==> src/rtl/tlp_compl_arbiter_pkg.sv <==
// -----------------------------------------------------------------------------
// tlp_compl_arbiter_pkg
// Shared definitions for the completion arbiter: completion header field
// widths, completion status codes, the arbiter state type, the packed
// completion header record and a saturating counter helper.
// -----------------------------------------------------------------------------
package tlp_compl_arbiter_pkg;

  // Completion header field widths
  localparam int TC_W   = 3;
  localparam int ATTR_W = 2;
  localparam int LEN_W  = 10;
  localparam int RID_W  = 16;
  localparam int TAG_W  = 8;
  localparam int BE_W   = 8;
  localparam int ADDR_W = 7;
  localparam int CODE_W = 3;

  // Completion status codes
  localparam logic [CODE_W-1:0] CPL_SC = 3'b000;  // successful completion
  localparam logic [CODE_W-1:0] CPL_UR = 3'b001;  // unsupported request
  localparam logic [CODE_W-1:0] CPL_CA = 3'b100;  // completer abort

  typedef enum logic {
    ST_IDLE  = 1'b0,
    ST_OFFER = 1'b1
  } arb_state_e;

  typedef struct packed {
    logic [TC_W-1:0]   tc;
    logic [ATTR_W-1:0] attr;
    logic [LEN_W-1:0]  len;
    logic [RID_W-1:0]  rid;
    logic [TAG_W-1:0]  tag;
    logic [BE_W-1:0]   be;
    logic [ADDR_W-1:0] addr;
    logic [CODE_W-1:0] code;
  } cpl_hdr_t;

  // 8-bit increment that sticks at all-ones
  function automatic logic [7:0] sat_inc8(input logic [7:0] v);
    return (v == 8'hFF) ? v : v + 8'd1;
  endfunction

endpackage

==> src/rtl/tlp_compl_arbiter_rr_arbiter.sv <==
// -----------------------------------------------------------------------------
// rr_arbiter
// Combinational round-robin pick. Searches the request vector starting at the
// position after i_ptr (the last winner) and wrapping modulo N.
//   i_req   : request vector, one bit per requester
//   i_ptr   : index of the previous winner
//   o_gnt   : one-hot winner (all zero when no request)
//   o_idx   : binary index of the winner
//   o_valid : at least one request present
// -----------------------------------------------------------------------------
module rr_arbiter #(
  parameter int N = 3
) (
  input  logic [N-1:0]         i_req,
  input  logic [$clog2(N)-1:0] i_ptr,
  output logic [N-1:0]         o_gnt,
  output logic [$clog2(N)-1:0] o_idx,
  output logic                 o_valid
);

  localparam int PW = $clog2(N);

  int            w_cand;
  logic [PW-1:0] w_cidx;

  always_comb begin
    // NOTE: every output of a combinational block gets a default before any
    // conditional assignment, otherwise synthesis infers a latch.
    o_gnt   = '0;
    o_idx   = '0;
    o_valid = 1'b0;
    w_cand  = 0;
    w_cidx  = '0;
    // Offsets 1..N so the previous winner is considered last.
    for (int k = 1; k <= N; k++) begin
      w_cand = (int'(i_ptr) + k) % N;
      w_cidx = PW'(w_cand);
      if (!o_valid && i_req[w_cidx]) begin
        o_valid       = 1'b1;
        o_gnt[w_cidx] = 1'b1;
        o_idx         = w_cidx;
      end
    end
  end

endmodule

==> src/rtl/tlp_compl_arbiter.sv <==
// -----------------------------------------------------------------------------
// tlp_compl_arbiter
// Shares the single completion path of the TLP encoder between NUM_REQ
// completion sources. Round-robin grant in IDLE, latched header offered to the
// encoder in OFFER with a valid/ready handshake. Also handles the power-
// management turn-off acknowledge and discards offers on link-down/timeout.
//
// Ports
//   clk, reset            clock, asynchronous active-low reset
//   rq_req   [N]          per-requester request level (held until granted)
//   rq_gnt   [N]          one-hot combinational grant; header taken at edge
//   rq_tc/attr/len/rid/tag/be/addr/code  packed headers, slice i = requester i
//   req_compl             offer valid to encoder
//   tlp_encoder_ready     encoder accept
//   tenc_* / compl_code   registered header of the current offer
//   lnk_up                link up; offers dropped and grants held while low
//   cfg_to_turnoff        turn-off request (level or pulse)
//   cfg_to_turnoff_ok     one-cycle turn-off acknowledge
//   busy                  offer in flight
//   drop_cnt  [8]         saturating count of discarded offers
// -----------------------------------------------------------------------------
module tlp_compl_arbiter
  import tlp_compl_arbiter_pkg::*;
#(
  parameter int NUM_REQ = 3,
  parameter int TIMEOUT = 1024
) (
  input  logic                      clk,
  input  logic                      reset,

  input  logic [NUM_REQ-1:0]        rq_req,
  output logic [NUM_REQ-1:0]        rq_gnt,
  input  logic [TC_W*NUM_REQ-1:0]   rq_tc,
  input  logic [ATTR_W*NUM_REQ-1:0] rq_attr,
  input  logic [LEN_W*NUM_REQ-1:0]  rq_len,
  input  logic [RID_W*NUM_REQ-1:0]  rq_rid,
  input  logic [TAG_W*NUM_REQ-1:0]  rq_tag,
  input  logic [BE_W*NUM_REQ-1:0]   rq_be,
  input  logic [ADDR_W*NUM_REQ-1:0] rq_addr,
  input  logic [CODE_W*NUM_REQ-1:0] rq_code,

  output logic                      req_compl,
  input  logic                      tlp_encoder_ready,
  output logic [TC_W-1:0]           tenc_tc,
  output logic [ATTR_W-1:0]         tenc_attr,
  output logic [LEN_W-1:0]          tenc_len,
  output logic [RID_W-1:0]          tenc_rid,
  output logic [TAG_W-1:0]          tenc_tag,
  output logic [BE_W-1:0]           tenc_be,
  output logic [ADDR_W-1:0]         tenc_addr,
  output logic [CODE_W-1:0]         compl_code,

  input  logic                      lnk_up,
  input  logic                      cfg_to_turnoff,
  output logic                      cfg_to_turnoff_ok,
  output logic                      busy,
  output logic [7:0]                drop_cnt
);

  localparam int PW     = $clog2(NUM_REQ);
  localparam int WAIT_W = (TIMEOUT < 2) ? 1 : $clog2(TIMEOUT);
  // Last wait-count value before the offer is abandoned; the offer is visible
  // for exactly TIMEOUT cycles.
  localparam logic [WAIT_W-1:0] WAIT_LAST =
    (TIMEOUT == 0) ? '0 : WAIT_W'(TIMEOUT - 1);

  arb_state_e        r_state;
  logic [PW-1:0]     r_last;
  logic              r_pending;
  logic              r_to_armed;
  logic              r_ok;
  logic [7:0]        r_drop;
  logic [WAIT_W-1:0] r_wait;
  cpl_hdr_t          r_hdr;

  logic [NUM_REQ-1:0] w_arb_gnt;
  logic [PW-1:0]      w_arb_idx;
  logic               w_arb_valid;
  logic               w_to_rise;
  logic               w_grant_en;
  logic               w_accept;
  logic               w_link_drop;
  logic               w_timeout;
  cpl_hdr_t           w_hdr_arr [NUM_REQ];
  cpl_hdr_t           w_hdr_sel;

  rr_arbiter #(
    .N (NUM_REQ)
  ) u_rr (
    .i_req   (rq_req),
    .i_ptr   (r_last),
    .o_gnt   (w_arb_gnt),
    .o_idx   (w_arb_idx),
    .o_valid (w_arb_valid)
  );

  // Unpack each requester's header slices into one record per requester.
  for (genvar g = 0; g < NUM_REQ; g++) begin : g_hdr
    assign w_hdr_arr[g] = '{
      tc:   rq_tc  [g*TC_W   +: TC_W],
      attr: rq_attr[g*ATTR_W +: ATTR_W],
      len:  rq_len [g*LEN_W  +: LEN_W],
      rid:  rq_rid [g*RID_W  +: RID_W],
      tag:  rq_tag [g*TAG_W  +: TAG_W],
      be:   rq_be  [g*BE_W   +: BE_W],
      addr: rq_addr[g*ADDR_W +: ADDR_W],
      code: rq_code[g*CODE_W +: CODE_W]
    };
  end

  assign w_hdr_sel = w_hdr_arr[w_arb_idx];

  // A held-high turn-off level only counts once; it must be seen low again.
  assign w_to_rise = cfg_to_turnoff & r_to_armed;

  // Reset is included so the combinational grant is also zero while reset is
  // asserted. A turn-off arriving this cycle beats a new request.
  assign w_grant_en = reset & (r_state == ST_IDLE) & lnk_up & ~r_pending &
                      ~w_to_rise & w_arb_valid;

  assign w_accept    = (r_state == ST_OFFER) & tlp_encoder_ready;
  assign w_link_drop = (r_state == ST_OFFER) & ~lnk_up;
  assign w_timeout   = (r_state == ST_OFFER) & (TIMEOUT != 0) &
                       (r_wait == WAIT_LAST);

  always_ff @(posedge clk or negedge reset) begin
    if (!reset) begin
      r_state    <= ST_IDLE;
      r_last     <= PW'(NUM_REQ - 1);
      r_pending  <= 1'b0;
      r_to_armed <= 1'b1;
      r_ok       <= 1'b0;
      r_drop     <= '0;
      r_wait     <= '0;
      r_hdr      <= '0;
    end else begin
      // NOTE: state registers use non-blocking assignments so every register
      // samples the values from before this edge, independent of statement order.
      r_ok <= 1'b0;

      if (!cfg_to_turnoff) r_to_armed <= 1'b1;
      else if (w_to_rise)  r_to_armed <= 1'b0;

      // Acknowledge once no offer is in flight; an offer accepted at this
      // edge counts as returning to IDLE.
      if (r_pending && (r_state == ST_IDLE || w_accept)) begin
        r_ok      <= 1'b1;
        r_pending <= w_to_rise;
      end else if (w_to_rise) begin
        r_pending <= 1'b1;
      end

      case (r_state)
        ST_IDLE: begin
          if (w_grant_en) begin
            r_hdr   <= w_hdr_sel;
            r_last  <= w_arb_idx;
            r_wait  <= '0;
            r_state <= ST_OFFER;
          end
        end
        ST_OFFER: begin
          // Accept has priority over a simultaneous link-down or timeout.
          if (w_accept) begin
            r_state <= ST_IDLE;
          end else if (w_link_drop || w_timeout) begin
            r_drop  <= sat_inc8(r_drop);
            r_state <= ST_IDLE;
          end else begin
            r_wait <= r_wait + 1'b1;
          end
        end
        default: r_state <= ST_IDLE;
      endcase
    end
  end

  assign rq_gnt            = w_grant_en ? w_arb_gnt : '0;
  assign req_compl         = (r_state == ST_OFFER);
  assign busy              = (r_state == ST_OFFER);
  assign cfg_to_turnoff_ok = r_ok;
  assign drop_cnt          = r_drop;
  assign tenc_tc           = r_hdr.tc;
  assign tenc_attr         = r_hdr.attr;
  assign tenc_len          = r_hdr.len;
  assign tenc_rid          = r_hdr.rid;
  assign tenc_tag          = r_hdr.tag;
  assign tenc_be           = r_hdr.be;
  assign tenc_addr         = r_hdr.addr;
  assign compl_code        = r_hdr.code;

endmodule

==> config.mk <==
export PLATFORM = sky130hd
export DESIGN_NAME = tlp_compl_arbiter
export DESIGN_NICKNAME = d
export VERILOG_FILES = /design/src/rtl/tlp_compl_arbiter_pkg.sv /design/src/rtl/tlp_compl_arbiter_rr_arbiter.sv /design/src/rtl/tlp_compl_arbiter.sv
export SDC_FILE = /design/constraint.sdc
export NUM_CORES = 1
export LEC_CHECK = 0
export ABC_AREA = 1
export CORE_ASPECT_RATIO = 1.4
export CORE_MARGIN = 1
export CORE_UTILIZATION = 38
export DETAILED_ROUTE_END_ITERATION = 6
export PLACE_DENSITY = 0.81
export SLEW_MARGIN = 20
export SYNTH_ARGS = -nofsm -noshare
export SYNTH_HDL_FRONTEND = slang
export SYNTH_SLANG_ARGS = --single-unit
==> constraint.sdc <==
create_clock -name clk -period 2.1 [get_ports clk]
set_input_delay 0.21 -clock clk [delete_from_list [all_inputs] [get_ports clk]]
set_output_delay 0.21 -clock clk [all_outputs]
set_load 0.01 [all_outputs]
==> impl_table.tex <==
\begin{tabular}{lr}
\hline
Metric & Value \\
\hline
\multicolumn{2}{l}{\textbf{Placement}} \\
HPWL after DPL & 12800 µm \\
Count of buffers from port buffering & 249 \\
Worst slack, placed & -0.366 ns \\
Routability Congestion & 0.957 \\
Area of placed instances & 8070 µm² \\
\multicolumn{2}{l}{\textbf{Power}} \\
Portion of total power attributed to the clock network & 0.093 \\
Net switching power figure & 8.05 mW \\
Fraction of power consumed by combinational cells & 0.758 \\
Power Dens Cells & 1810 nW/µm² \\
Cell Int Power & 9.43 mW \\
Leakage & 4.60 nW \\
Peak supply drop & 1.21 mV \\
Net switching share of the total power & 0.460 \\
Share of power burned in registers & 0.148 \\
\multicolumn{2}{l}{\textbf{Worst setup path}} \\
Required time reported for the critical path endpoint & 1.89 ns \\
Family with the most delay on the worst path & simple AND/OR/NAND/NOR gates \\
Endpoint type of the worst setup path & primary output \\
Highest cell delay on the worst timing path & 0.58 ns \\
Critical-path cell list & ha\_4 > nand2\_2 > nand3\_2 > nand2\_4 > nand2\_4 > nor2\_4 > nand2\_2 > a21oi\_2 > buf\_2 \\
Worst path bufs/invs & 1 \\
Largest fanout on the critical path & 6 \\
Launch instance of the worst register-to-register path & r\_last[1]\$\_DFFE\_PN1P\_ \\
Critical Setup Path Class & reg -> out \\
Arrival @ worst endpoint & 2.15 ns \\
Category of the worst setup path launch point & flop \\
Launch point of the worst path & r\_last[1]\$\_DFFE\_PN1P\_ \\
Crit-path slowest cell & dfstp\_2 \\
\multicolumn{2}{l}{\textbf{Synth}} \\
Fraction of post-synthesis cell area in the top cell type by area & 0.381 \\
Synthesized-area fraction occupied by ao, oa, aoi and oai cells & 0.109 \\
Warnings, synthesis & 0 \\
Flops \& latches, synth & 81 \\
Area share of xor/xnor cells in the synthesized design & 0.0152 \\
Post-Synthesis Cells & 750 \\
Count of unique library cells instantiated by Yosys & 36 \\
Adder and majority gate portion of the synthesized area & 0.0145 \\
Cell accounting for the most synthesized area & dfrtp\_1 \\
Share of cell area taken by muxes after synthesis & 0 \\
Largest cells by area after synthesis & dfrtp\_1 38\%, nand3\_1 14\%, inv\_1 9.9\% \\
Seq/Total Area, Yosys & 0.391 \\
Simple-Gate Fraction of Synth Area & 0.313 \\
Post-Synthesis Mean Instance Area & 6.92 µm² \\
Number of nets in the synthesized netlist & 935 \\
Largest family of logic cells by synthesized area & simple AND/OR/NAND/NOR gates \\
Cell area after synthesis & 5190 µm² \\
\multicolumn{2}{l}{\textbf{Cells and area}} \\
Combined area of the multi-input logic cells & 3000 µm² \\
Most common cell after layout, fill and taps aside & clkdlybuf4s50\_1 \\
Number of nets at the end of the flow & 1223 \\
Share of layout cells above drive strength 1 & 0.227 \\
Post-route design area & 9650 µm² \\
Filler Cell Count & 955 \\
Area occupied by registers & 2030 µm² \\
Area overhead of the layout relative to synthesis & 85.9\% \\
Top library cells by usage in the layout, fill and taps aside & 245 x clkdlybuf4s50\_1, 134 x inv\_1, 111 x nand3\_1 \\
\multicolumn{2}{l}{\textbf{Global routing}} \\
Total overflow reported by the global router & 0 \\
Largest net degree at the start of global routing & 56 \\
Vias in the first global route & 5994 \\
Wire length of the first global-routing pass & 29300 µm \\
Antenna violations before repair & 0 \\
Overall track demand over capacity in global routing & 0.270 \\
\multicolumn{2}{l}{\textbf{Timing}} \\
Maximum clock frequency & 424 MHz \\
Post-layout minimum cycle time & 2.36 ns \\
Post-Route Skew & 0.00796 ns \\
Final Cycle Share & 1.12 \\
Fin worst setup slack & -0.257 ns \\
Worst slew margin & 0.509 \\
Worst hold slack & 0.376 ns \\
Final Hold Vio Count & 0 \\
Final max-slew violation count & 0 \\
Final setup violation count & 72 \\
Actual transition at the worst max-transition pin & 0.736 ns \\
Unrepaired setup endpoints after global routing & true \\
\multicolumn{2}{l}{\textbf{Routing}} \\
Wire length per cell & 16.8 µm \\
DR iter-0 viols & 284 \\
Via Count & 6235 \\
Via count normalized by instance count & 5.09 \\
Number of detailed-routing iterations run before antenna repair & 4 \\
Detailed Route WL & 20600 µm \\
Detail Route Antenna Nets & 0 \\
DR DRC count & 0 \\
\multicolumn{2}{l}{\textbf{Clock tree}} \\
Clock-pin slew of the registers on the worst-case setup and hold paths & 0.06 ns \\
TritonCTS buffer count & 9 \\
Buffers from clock root to sink, at most & 2 \\
H-tree depth & 3 \\
Cell at the root of the clock tree & clkbuf\_16 \\
CTS tree & done \\
Source-to-sink clock delay at the later pin of the worst-skew pair & 0.34 ns \\
Number of sinks handled by clock tree synthesis & 81 \\
\multicolumn{2}{l}{\textbf{Die}} \\
Number of placed I/O pins & 250 \\
Die footprint & 14100 µm² \\
Initial core utilization & 0.389 \\
Area of the placeable core & 13300 µm² \\
Placement Rows & 50 \\
Horiz. Die Dim & 101 µm \\
Die Y & 140 µm \\
\multicolumn{2}{l}{\textbf{Min path}} \\
Beginning of the worst hold path & cfg\_to\_turnoff \\
Min-delay worst type & in -> reg \\
\multicolumn{2}{l}{\textbf{Flow run}} \\
Number of max-cap violations & 0 \\
\multicolumn{2}{l}{\textbf{Status}} \\
Outcome & finished with violations \\
Failing checks & negative setup slack \\
\hline
\end{tabular}
-- per-layer routing --
| metal | track usage | routed length (µm) |
|---|---|---|
| met1 | 0.291 | 7290 |
| met3 | 0.0509 | 1320 |
| met5 | 0 | 0 |
| met2 | 0.495 | 11100 |
| met4 | 0.135 | 854 |
-- final timing paths --
check	to	slack (ns)	cells after the start
min in group asynchronous	tenc_tc[0]$_DFFE_PN0P_	0.44	3
max reg2reg	tenc_addr[6]$_DFFE_PN0P_	-0.23	14
max	rq_gnt[2]	-0.26	9
min reg2reg	tenc_len[5]$_DFFE_PN0P_	0.49	2
min	r_to_armed$_DFFE_PN1P_	0.38	2
max in group asynchronous	tenc_len[9]$_DFFE_PN0P_	0.59	4
-- layout make-up --
class	instances	area share
Multi-Input combinational cell	483	0.310
Clock inverter	6	0.00687
Antenna cell	1	0.000259
Inverter	143	0.0585
Timing Repair Buffer	319	0.364
Sequential cell	81	0.210
Tap cell	182	0.0236
Clock buffer	10	0.0248
Timing Repair inverter	1	0.000908
-- cell families after synthesis --
group                      Yosys count
xor gates and xnor gates             9
and+or+nand+nor                    362
adders and majority gates            6
AOI/OAI and AO/OA                  106
DFF                                 81
buffers and inverters              186
-- synth_stat cells, drive strengths merged --
cell type,number
nand3,150
nand4,3
nor3,6
o211ai,2
nand3b,1
clkbuf,7
nand2,141
dfstp,2
xnor2,1
a22oi,1
nor2,60
ha,6
inv,143
a21boi,1
xor2,8
o21a,1
nor4,1
o21ai,21
dfrtp,79
a21oi,78
buf,36
a31oi,2
-- power by group through the flow --
| stage | clock network, mW | registers [mW] | logic (mW) |
|---|---|---|---|
| finish | 1.63 | 2.59 | 13.3 |
| CTS | 1.64 | 2.58 | 10.7 |
| global placement | 0 | 2.57 | 8.56 |
| floorplan | 0 | 2.81 | 4.86 |
| global route | 1.71 | 2.65 | 14.0 |
| detailed placement | 0 | 2.58 | 8.69 |
-- metrics by stage --
stage | std cells | setup TNS [ns] | total power, mW | util
after global placement | 1182 | -8.85 | 11.1 | 0.606
after CTS | 1216 | -7.89 | 14.9 | 0.672
after global routing | 1225 | -16.73 | 18.4 | 0.724
after detailed placement | 1182 | -11.69 | 11.3 | 0.606
after floorplan | 750 | 0 | 7.67 | -
final | 1226 | -10.79 | 17.5 | 0.724
-- timing repair --
item,in CTS,in global routing
pin swaps,15,13
hold buffers,1,0
gates cloned,9,5
endpoints found under the hold margin,25,0
endpoints found under the setup margin,72,76
gates resized for setup,91,136
buffers inserted,8,5
-- flip-flops by register name (all words and copies together) (netlist names), 2 cells and up --
name and count:
compl_code 3, tenc_tag 8, r_wait 10, tenc_len 10, r_last 2, drop_cnt 8
tenc_tc 3, tenc_be 8, tenc_rid 16, tenc_attr 2, tenc_addr 7
(Power assumes the default switching activity.)
